[src/rtl/alu_pkg.sv]
// alu_pkg: shared definitions for the ALU issue stage.
//   - ALU ctrl encoding, RV32I opcode / funct3 / funct7 constants
//   - operand-select enums produced by alu_op_decode
//   - issue_t: the bundle held in the issue pipeline register
package alu_pkg;

    localparam int XLEN   = 32;
    localparam int CTRL_W = 4;

    localparam logic [CTRL_W-1:0] CTRL_AND  = 4'b0000;
    localparam logic [CTRL_W-1:0] CTRL_OR   = 4'b0001;
    localparam logic [CTRL_W-1:0] CTRL_ADD  = 4'b0100;
    localparam logic [CTRL_W-1:0] CTRL_SUB  = 4'b0101;
    localparam logic [CTRL_W-1:0] CTRL_SLT  = 4'b0110;
    localparam logic [CTRL_W-1:0] CTRL_SLTU = 4'b0111;
    localparam logic [CTRL_W-1:0] CTRL_XOR  = 4'b1000;
    localparam logic [CTRL_W-1:0] CTRL_SLL  = 4'b1001;
    localparam logic [CTRL_W-1:0] CTRL_SRL  = 4'b1010;
    localparam logic [CTRL_W-1:0] CTRL_SRA  = 4'b1011;

    localparam logic [6:0] OP_R     = 7'b0110011;
    localparam logic [6:0] OP_IMM   = 7'b0010011;
    localparam logic [6:0] OP_LUI   = 7'b0110111;
    localparam logic [6:0] OP_AUIPC = 7'b0010111;

    localparam logic [2:0] F3_ADD_SUB = 3'b000;
    localparam logic [2:0] F3_SLL     = 3'b001;
    localparam logic [2:0] F3_SLT     = 3'b010;
    localparam logic [2:0] F3_SLTU    = 3'b011;
    localparam logic [2:0] F3_XOR     = 3'b100;
    localparam logic [2:0] F3_SRL_SRA = 3'b101;
    localparam logic [2:0] F3_OR      = 3'b110;
    localparam logic [2:0] F3_AND     = 3'b111;

    localparam logic [6:0] F7_BASE = 7'b0000000;
    localparam logic [6:0] F7_ALT  = 7'b0100000;

    typedef enum logic [1:0] {
        A_ZERO,
        A_RS1,
        A_PC
    } a_sel_e;

    typedef enum logic [2:0] {
        B_ZERO,
        B_RS2,
        B_IMM_I,
        B_SHAMT,
        B_IMM_U
    } b_sel_e;

    typedef struct packed {
        logic [XLEN-1:0]   a;
        logic [XLEN-1:0]   b;
        logic [CTRL_W-1:0] ctrl;
        logic [4:0]        rd;
        logic              rd_we;
        logic              illegal;
    } issue_t;

    // Base (funct7 = 0000000) operation for a funct3 value.
    function automatic logic [CTRL_W-1:0] f3_to_ctrl(input logic [2:0] f3);
        logic [CTRL_W-1:0] c;
        case (f3)
            F3_ADD_SUB: c = CTRL_ADD;
            F3_SLL:     c = CTRL_SLL;
            F3_SLT:     c = CTRL_SLT;
            F3_SLTU:    c = CTRL_SLTU;
            F3_XOR:     c = CTRL_XOR;
            F3_SRL_SRA: c = CTRL_SRL;
            F3_OR:      c = CTRL_OR;
            default:    c = CTRL_AND;
        endcase
        return c;
    endfunction

endpackage

[src/rtl/alu_op_decode.sv]
// alu_op_decode: combinational RV32I ALU-class decoder.
//   opcode, funct3, funct7 : instruction fields
//   ctrl    : ALU operation
//   a_sel   : operand A source (zero / rs1 / pc)
//   b_sel   : operand B source (zero / rs2 / I-imm / shamt / U-imm)
//   illegal : not an ALU-class instruction or malformed funct7
// Illegal encodings are forced to ADD with both operands zero.
module alu_op_decode
    import alu_pkg::*;
(
    input  logic [6:0]        opcode,
    input  logic [2:0]        funct3,
    input  logic [6:0]        funct7,
    output logic [CTRL_W-1:0] ctrl,
    output a_sel_e            a_sel,
    output b_sel_e            b_sel,
    output logic              illegal
);

    always_comb begin
        ctrl    = CTRL_ADD;
        a_sel   = A_ZERO;
        b_sel   = B_ZERO;
        illegal = 1'b0;

        case (opcode)
            OP_R: begin
                a_sel = A_RS1;
                b_sel = B_RS2;
                if (funct7 == F7_BASE)
                    ctrl = f3_to_ctrl(funct3);
                else if (funct7 == F7_ALT && funct3 == F3_ADD_SUB)
                    ctrl = CTRL_SUB;
                else if (funct7 == F7_ALT && funct3 == F3_SRL_SRA)
                    ctrl = CTRL_SRA;
                else
                    illegal = 1'b1;
            end
            OP_IMM: begin
                a_sel = A_RS1;
                case (funct3)
                    // Shift immediates reuse the funct7 slot of imm[11:5].
                    F3_SLL: begin
                        b_sel = B_SHAMT;
                        if (funct7 == F7_BASE) ctrl = CTRL_SLL;
                        else                   illegal = 1'b1;
                    end
                    F3_SRL_SRA: begin
                        b_sel = B_SHAMT;
                        if (funct7 == F7_BASE)     ctrl = CTRL_SRL;
                        else if (funct7 == F7_ALT) ctrl = CTRL_SRA;
                        else                       illegal = 1'b1;
                    end
                    default: begin
                        b_sel = B_IMM_I;
                        ctrl  = f3_to_ctrl(funct3);
                    end
                endcase
            end
            OP_LUI: begin
                a_sel = A_ZERO;
                b_sel = B_IMM_U;
            end
            OP_AUIPC: begin
                a_sel = A_PC;
                b_sel = B_IMM_U;
            end
            default: illegal = 1'b1;
        endcase

        if (illegal) begin
            ctrl  = CTRL_ADD;
            a_sel = A_ZERO;
            b_sel = B_ZERO;
        end
    end

endmodule

[src/rtl/alu_issue_stage.sv]
// alu_issue_stage: ID/EX issue stage in front of the 32-bit ALU.
//   clk, rst (sync, active-high)
//   in_valid/in_ready, instr, pc     : instruction from fetch
//   rs1_data, rs2_data               : register-file read data
//   ex_fwd_*, wb_fwd_*               : forwarding from EX and WB (EX wins)
//   flush                            : kill held and incoming instruction
//   out_valid/out_ready, input_a, input_b, ctrl, rd, rd_we, illegal
//                                    : registered ALU issue bundle
// Optional build macro ALU_ISSUE_SKID_EN adds a one-entry skid buffer so
// that in_ready is registered and independent of out_ready.
module alu_issue_stage #(
    parameter int XLEN   = 32,  // only 32 is supported
    parameter int CTRL_W = 4
) (
    input  logic              clk,
    input  logic              rst,
    input  logic              in_valid,
    output logic              in_ready,
    input  logic [31:0]       instr,
    input  logic [XLEN-1:0]   pc,
    input  logic [XLEN-1:0]   rs1_data,
    input  logic [XLEN-1:0]   rs2_data,
    input  logic              ex_fwd_valid,
    input  logic [4:0]        ex_fwd_rd,
    input  logic [XLEN-1:0]   ex_fwd_data,
    input  logic              wb_fwd_valid,
    input  logic [4:0]        wb_fwd_rd,
    input  logic [XLEN-1:0]   wb_fwd_data,
    input  logic              flush,
    output logic              out_valid,
    input  logic              out_ready,
    output logic [XLEN-1:0]   input_a,
    output logic [XLEN-1:0]   input_b,
    output logic [CTRL_W-1:0] ctrl,
    output logic [4:0]        rd,
    output logic              rd_we,
    output logic              illegal
);

    import alu_pkg::*;

    // x0 reads as zero and is never forwarded; EX is newer than WB.
    function automatic logic [XLEN-1:0] resolve(
        input logic [4:0]      idx,
        input logic [XLEN-1:0] rf,
        input logic            exv,
        input logic [4:0]      exrd,
        input logic [XLEN-1:0] exd,
        input logic            wbv,
        input logic [4:0]      wbrd,
        input logic [XLEN-1:0] wbd
    );
        if (idx == 5'd0)              return '0;
        else if (exv && exrd == idx)  return exd;
        else if (wbv && wbrd == idx)  return wbd;
        else                          return rf;
    endfunction

    // ---- p0: decode and operand resolution (accept cycle) ----
    logic [CTRL_W-1:0]      dec_ctrl_p0;
    a_sel_e                 a_sel_p0;
    b_sel_e                 b_sel_p0;
    logic                   dec_ill_p0;
    logic [XLEN-1:0]        rs1_val_p0;
    logic [XLEN-1:0]        rs2_val_p0;
    logic signed [11:0]     imm12_p0;
    logic signed [XLEN-1:0] imm_i_p0;
    issue_t                 dec_p0;
    logic                   accept_p0;

    alu_op_decode u_dec (
        .opcode  (instr[6:0]),
        .funct3  (instr[14:12]),
        .funct7  (instr[31:25]),
        .ctrl    (dec_ctrl_p0),
        .a_sel   (a_sel_p0),
        .b_sel   (b_sel_p0),
        .illegal (dec_ill_p0)
    );

    assign rs1_val_p0 = resolve(instr[19:15], rs1_data, ex_fwd_valid, ex_fwd_rd,
                                ex_fwd_data, wb_fwd_valid, wb_fwd_rd, wb_fwd_data);
    assign rs2_val_p0 = resolve(instr[24:20], rs2_data, ex_fwd_valid, ex_fwd_rd,
                                ex_fwd_data, wb_fwd_valid, wb_fwd_rd, wb_fwd_data);
    assign imm12_p0   = instr[31:20];
    assign imm_i_p0   = XLEN'(imm12_p0);

    always_comb begin
        dec_p0 = '0;
        case (a_sel_p0)
            A_RS1:   dec_p0.a = rs1_val_p0;
            A_PC:    dec_p0.a = pc;
            default: dec_p0.a = '0;
        endcase
        case (b_sel_p0)
            B_RS2:   dec_p0.b = rs2_val_p0;
            B_IMM_I: dec_p0.b = imm_i_p0;
            B_SHAMT: dec_p0.b = XLEN'(instr[24:20]);
            B_IMM_U: dec_p0.b = {instr[31:12], 12'b0};
            default: dec_p0.b = '0;
        endcase
        dec_p0.ctrl    = dec_ctrl_p0;
        dec_p0.rd      = instr[11:7];
        dec_p0.rd_we   = !dec_ill_p0 && (instr[11:7] != 5'd0);
        dec_p0.illegal = dec_ill_p0;
    end

    assign accept_p0 = in_valid && in_ready;

    // ---- p1: issue register feeding the ALU ----
    issue_t out_p1;
    logic   vld_p1;

`ifdef ALU_ISSUE_SKID_EN
    issue_t skid_p1;
    logic   skid_vld_p1;
    logic   main_free_p1;

    // Main register can take a new entry when empty or retiring this cycle.
    assign main_free_p1 = !vld_p1 || out_ready;
    assign in_ready     = !skid_vld_p1;

    always_ff @(posedge clk) begin
        if (rst) begin
            vld_p1      <= 1'b0;
            out_p1      <= '0;
            skid_vld_p1 <= 1'b0;
            skid_p1     <= '0;
        end else if (flush) begin
            vld_p1      <= 1'b0;
            skid_vld_p1 <= 1'b0;
        end else if (main_free_p1) begin
            // Skid full implies in_ready=0, so no accept competes here.
            if (skid_vld_p1) begin
                vld_p1      <= 1'b1;
                out_p1      <= skid_p1;
                skid_vld_p1 <= 1'b0;
            end else if (accept_p0) begin
                vld_p1 <= 1'b1;
                out_p1 <= dec_p0;
            end else begin
                vld_p1 <= 1'b0;
            end
        end else if (accept_p0) begin
            skid_vld_p1 <= 1'b1;
            skid_p1     <= dec_p0;
        end
    end
`else
    assign in_ready = !vld_p1 || out_ready;

    always_ff @(posedge clk) begin
        if (rst) begin
            vld_p1 <= 1'b0;
            out_p1 <= '0;
        end else if (flush) begin
            vld_p1 <= 1'b0;
        end else if (accept_p0) begin
            vld_p1 <= 1'b1;
            out_p1 <= dec_p0;
        end else if (out_ready) begin
            vld_p1 <= 1'b0;
        end
    end
`endif

    assign out_valid = vld_p1;
    assign input_a   = out_p1.a;
    assign input_b   = out_p1.b;
    assign ctrl      = out_p1.ctrl;
    assign rd        = out_p1.rd;
    assign rd_we     = out_p1.rd_we;
    assign illegal   = out_p1.illegal;

endmodule

[config.mk]
export PLATFORM = sky130hd
export DESIGN_NAME = alu_issue_stage
export DESIGN_NICKNAME = d
export VERILOG_FILES = /design/src/rtl/alu_pkg.sv /design/src/rtl/alu_op_decode.sv /design/src/rtl/alu_issue_stage.sv
export SDC_FILE = /design/constraint.sdc
export NUM_CORES = 1
export LEC_CHECK = 0
export ABC_AREA = 1
export CORE_MARGIN = 2
export CORE_UTILIZATION = 38
export DETAILED_ROUTE_END_ITERATION = 7
export PLACE_DENSITY_LB_ADDON = 0.2
export SLEW_MARGIN = 10
export SYNTH_ARGS = -nofsm -noshare
export SYNTH_HDL_FRONTEND = slang
export SYNTH_SLANG_ARGS = --single-unit
export TNS_END_PERCENT = 10
[constraint.sdc]
create_clock -name clk -period 2.3 [get_ports clk]
set_input_delay 0.46 -clock clk [delete_from_list [all_inputs] [get_ports clk]]
set_output_delay 0.46 -clock clk [all_outputs]
set_load 0.01 [all_outputs]
# Yosys cells after proc, flatten, opt, wreduce, memory -nomap -nowiden
# Index checks and enable logic that the tools add are counted.
[totals]
reg_bits = 76
latch_bits = 0
ram_bits = 0
romBits = 0
in_bits = 209
output_inout_bits = 77
elab_cells = 85
memories = 0
[op_classes]
add_sub_neg = 0
n_mul = 0
n_div = 0
order_cmp = 0
n_eq_ne = 21
n_shift = 0
mux = 34
bitwise_logic = 1
n_reduce_logical = 22
[op_table]
columns = ["cell", "count"]
rows = [
  ["32-bit two-way mux", 6],
  ["32-bit one-hot mux with 4 select lines", 1],
  ["32-bit one-hot mux with 2 select lines", 1],
  ["4-bit two-way mux", 7],
  ["4-bit one-hot mux with 7 select lines", 1],
  ["7-bit by 6-bit == test with 1-bit output (second input constant)", 3],
  ["5-bit == test", 4],
  ["4-bit one-hot mux with 5 select lines", 1],
  ["4-bit one-hot mux with 2 select lines", 2],
  ["7-bit by 5-bit == test with 1-bit output (second input constant)", 2],
  ["3-bit by 2-bit == test with 1-bit output (second input constant)", 4],
  ["3-bit == test (second input constant)", 4],
  ["5-bit logical NOT", 2],
  ["1-bit two-way mux", 9],
  ["3-bit one-hot mux with 3 select lines", 1],
  ["1-bit logical AND", 8],
  ["2-bit OR reduction", 4],
  ["7-bit logical NOT", 1],
  ["3-bit by 1-bit == test with 1-bit output (second input constant)", 2],
  ["5-bit nonzero test", 1],
  ["2-bit one-hot mux with 2 select lines", 1],
  ["3-bit logical NOT", 1],
  ["3-bit two-way mux", 1],
  ["1-bit one-hot mux with 3 select lines", 1],
  ["other kinds (9)", 10],
]

# Longest topological paths before layout
[logic_depth]
word_depth = 9
ltp_mapped = 18
ltp_nobuf = 17

# Hierarchy
# From an unflattened synthesis, not the netlist that was laid out.
[hier_totals]
cells_unflattened = 1121
hier_area_um2 = 6292.3
[modules_own_cells]
columns = ["module", "instances", "cells_per_inst", "area_per_inst_um2", "seq_area_each_um2"]
rows = [
  ["alu_issue_stage", 1, 1041, 5928.2, 1521.5],
  ["alu_op_decode", 1, 80, 364.1, 0.0],
]

# Worst setup path before layout
# Ideal clock, no wire load.
[synth_timing]
kind = "input to register"
from = "input port instr[4]"
to = "register out_p1, in the netlist input_a[27]"
setup_time_ns = 0.134
t_arrival_ns = 2.196
required_time_ns = 2.166
path_slack_ns = -0.030
path_stages = 16
n_path_buf = 1
path_cell_list = "inv_1 > nor2_1 > nand4_1 > nor2_2 > nand2_1 > o211ai_4 > or2_2 > inv_1 > ha_1 > o21ai_1 > clkbuf_1 > nor2_1 > nand2_1 > nand2_1 > nand2_1 > a21oi_1"
[synth_between]
elab_chain_cells = 6
elab_cells_between_ends = 12
cone_classes = "6 x eq/ne; 4 x mux; 2 x reduce/logical"
[synth_rtl]
columns = ["item", "line_no", "source"]
rows = [
  ["start, declared", "alu_issue_stage.sv:19", "input logic [31:0] instr,"],
  ["7-bit by 6-bit == test with 1-bit output / 7-bit by 5-bit == test with 1-bit output (equally long branches)", "alu_op_decode.sv:26", "case (opcode)"],
  ["2-bit OR reduction (no source line)", "--", ""],
  ["1-bit one-hot mux with 3 select lines / 2-bit one-hot mux with 2 select lines (equally long branches)", "alu_op_decode.sv:26", ""],
  ["2-bit two-way mux *", "alu_op_decode.sv:71", "if (illegal) begin"],
  ["2-bit == test / 2-bit by 1-bit == test with 1-bit output (equally long branches)", "alu_issue_stage.sv:90", "case (a_sel_p0)"],
  ["32-bit one-hot mux with 2 select lines *", "alu_issue_stage.sv:90", ""],
  ["end signal, assigned", "alu_issue_stage.sv:160", "out_p1 <= dec_p0;"],
  ["end, declared", "alu_issue_stage.sv:111", "issue_t out_p1;"],
]
# Every way passes the cells marked *; elsewhere a longest branch is shown, timed or not.
# A chain may end at the register's enable or synchronous reset.

# Final worst setup path
[layout_timing]
from = "input port instr[2]"
to = "register out_p1, in the netlist input_a[9]"
# Same word-level chain as after synthesis.

==> run metrics <==
vias in the first global route=8033; Yosys Warn Count=0; # rows=45; Worst setup EP type=flip-flop; CTS sink cnt=76; final worst path period need=2.22 ns; wire per inst=18.1 um; syn_area_per_cell=5.70 um^2; Pwr Density=369 nW/um^2; Root Buffer=clkbuf_16; r2r setup slk=0.73 ns; DPL Wire Length=20.6 mm; crit path DAT=~2.5 ns; Starting Density=0.391; GRT Util Overall=0.327; Seq/Total Area, Yosys=0.254; Post-Synthesis Cell Area=5980 um^2; WP data required=roughly 2.6 ns; leak pwr=0.00441 uW; H-tree depth=3; reg2reg path depth=11; Die Ht=129 um; fin crit share=0.966; area of the core=~15000 um^2; CP Class=input pin to flip-flop; pre-CTS WS=-0.659 ns; clock network fraction of design power=0.394; top sig layer=met4; M1 wire length=around 12 mm; final worst slack=approximately 0.079 ns; vias per inst=approximately 5.4; FF-to-FF Start=out_valid; Reg area=1520 um^2; WL met3=2.76 mm; final hold vios=0; largest net degree at the start of global routing=45; initial antenna violation count=1; outcome=complete, no violations; Mapped Cells=between 1000 and 1500; Reg-to-Reg End=input_a[22]; commonest non-fill, non-tap cell in the layout=nand2_1; ratio of cells with drive above 1 in the final layout=0.175; most frequent cells in the layout=339 x nand2_1, 269 x clkdlybuf4s50_1, 140 x nor2_1, 129 x nand3_1; WHS=between 0.4 and 0.5 ns; Finish-stage setup viols=0; Worst-path clk slew=0.06 ns; post-synth top area share=0.254; input/output buffers=285; Die Wd=129 um; Mapped Nets=1261; Synth area leader=dfxtp_1; TritonCTS clock tree=done; Max FO, Critical Path=8; Max Cap Viol=0; CP top delay family=buffers and inverters; Switching Share=0.293; CTS Buf Count=9; count of hold-fix buffers inserted at cts=0; Worst path max stage delay=0.53 ns; Remaining DRCs=0; Flop pwr share=0.350; FF+latch count, synth=76; final net count=between 1500 and 2000; min-delay src=input_a[7]; Final Slew Violations=0; Layout area overhead=72.3%; CP Buf/Inv Count=4; gpl congestion=0.945; clk_lat worst skew=0.35 ns; met2 wire length=approximately 13 mm; RSZ-0062 raised after global routing=false; first-pass GRT wire length=42.5 mm; f_max=0.450 GHz; Slew Limit Headroom=0.594; final wirelength=28.7 mm; Setup TNS Final=0 ns; area occupied by multi-input gates=4190 um^2; Total Power=approximately 3800 uW; Final ANT Viol Nets=0; Psw=1120 uW; peak supply drop=~0.00031 V; P_int=2690 uW; Tightest Pin Transition=between 0.6 and 0.7 ns; combinational power share=0.256; CP Cell Sequence=clkdlybuf4s50_1 > nor2_4 > inv_2 > nor2_4 > nand2_2 > o211ai_4 > or2_4 > inv_4 > ha_4 > o21ai_4 > buf_6 > nor2_1 > nand2_1 > nand2_2 > nand2_4 > a21oi_2; Cell variety after synth=35; clk_skew=0.0102 ns; top post-synthesis cells by area=dfxtp_1 25%, nand2_1 23%, nand3_1 11%; hold endpoint=input_a[7]; Worst path slowest cell=clkdlybuf4s50_1; hold depth=2; GRT overflow=0; Max clock buf depth=2; CP Launch Type=input pin; vias=8530; die area=16800 um^2; drt first pass iters=5; DRT iter0 DRCs=826; I/O pin count=286; Worst Hold Class=flip-flop to flip-flop; Fillers=1393
-- synthesized netlist by cell type, drive strengths merged --
library cell,count
a211oi,2
a21oi,72
buf,46
clkbuf,31
clkinv,1
dfxtp,76
ha,2
inv,42
nand2,368
nand3,135
nand4,67
nor2,168
nor3,5
nor4,1
o211ai,4
o21ai,25
o22ai,3
o31ai,1
or2,1
-- power by group through the flow --
stage               Combinational, uW  Sequential [uW]  Clock (uW)
finish                            974             1330        1500
CTS                               955             1330        1520
detailed placement                947             1360           0
global route                     1040             1330        1580
global placement                  944             1360           0
floorplan                         325             1360           0
-- registers in the layout (all words and copies together), names as in the netlist --
| signal | cells |
|---|---|
| ctrl | 4 |
| illegal | 1 |
| input_a | 32 |
| input_b | 32 |
| out_valid | 1 |
| rd | 5 |
| rd_we | 1 |
-- worst max path at each step --
stage / depth (start not counted) / slack, ns / from / to
4_1_cts: 18 / 0.01 / instr[26] / input_a[9]
3_5_place_dp: 19 / -0.66 / instr[27] / input_a[8]
5_1_grt: 16 / 0.004 / instr[2] / input_a[18]
3_3_place_gp: 19 / -0.52 / instr[29] / input_a[8]
6_report: 16 / 0.08 / instr[2] / input_a[9]
2_1_floorplan: 15 / -0.004 / instr[29] / input_a[27]
-- timing repair --
item,4_1_cts,5_1_grt
cloned,3,3
resized for setup,58,57
endpoints found under the setup margin,32,32
buffers inserted,11,1
pin swaps,28,42
-- cell type report --
class | instances | area share
diodes | 1 | 0.000243
inverters | 43 | 0.0163
clock inverters | 6 | 0.00680
flip-flops and latches | 76 | 0.148
well taps | 211 | 0.0256
clock buffers | 9 | 0.0219
repair buffers | 386 | 0.376
multi-input cells | 854 | 0.406
-- worst min-delay path: stages (launching register included) --
cell and delay [ns]:
dfxtp_1 0.31, nand2_1 0.06, a21oi_1 0.05
-- metal layers --
| layer | vias up | GRT usage |
|---|---|---|
| li1 | 4094 | - |
| met1 | 3899 | 0.408 |
| met2 | 451 | 0.538 |
| met3 | 86 | 0.0830 |
| met4 | 0 | 0.137 |
| met5 | - | 0 |
-- stage by stage --
step / std cells / instance area [um^2] / utilization
final: 1586 / 10300 / 0.673
after global routing: 1586 / 10300 / 0.673
after detailed placement: 1554 / 9580 / 0.625
after CTS: 1582 / 10200 / 0.664
after global placement: 1554 / 9580 / 0.625
after floorplan: 1050 / 5980 / -
-- cells by family after synthesis --
kind of cell | Yosys count | share of synthesized area
simple gates | 745 | 0.544
fa+ha+maj | 2 | 0.00418
compound gates | 107 | 0.106
buf+inv | 120 | 0.0914
flops | 76 | 0.254
Power figures use the tool's default switching activity.
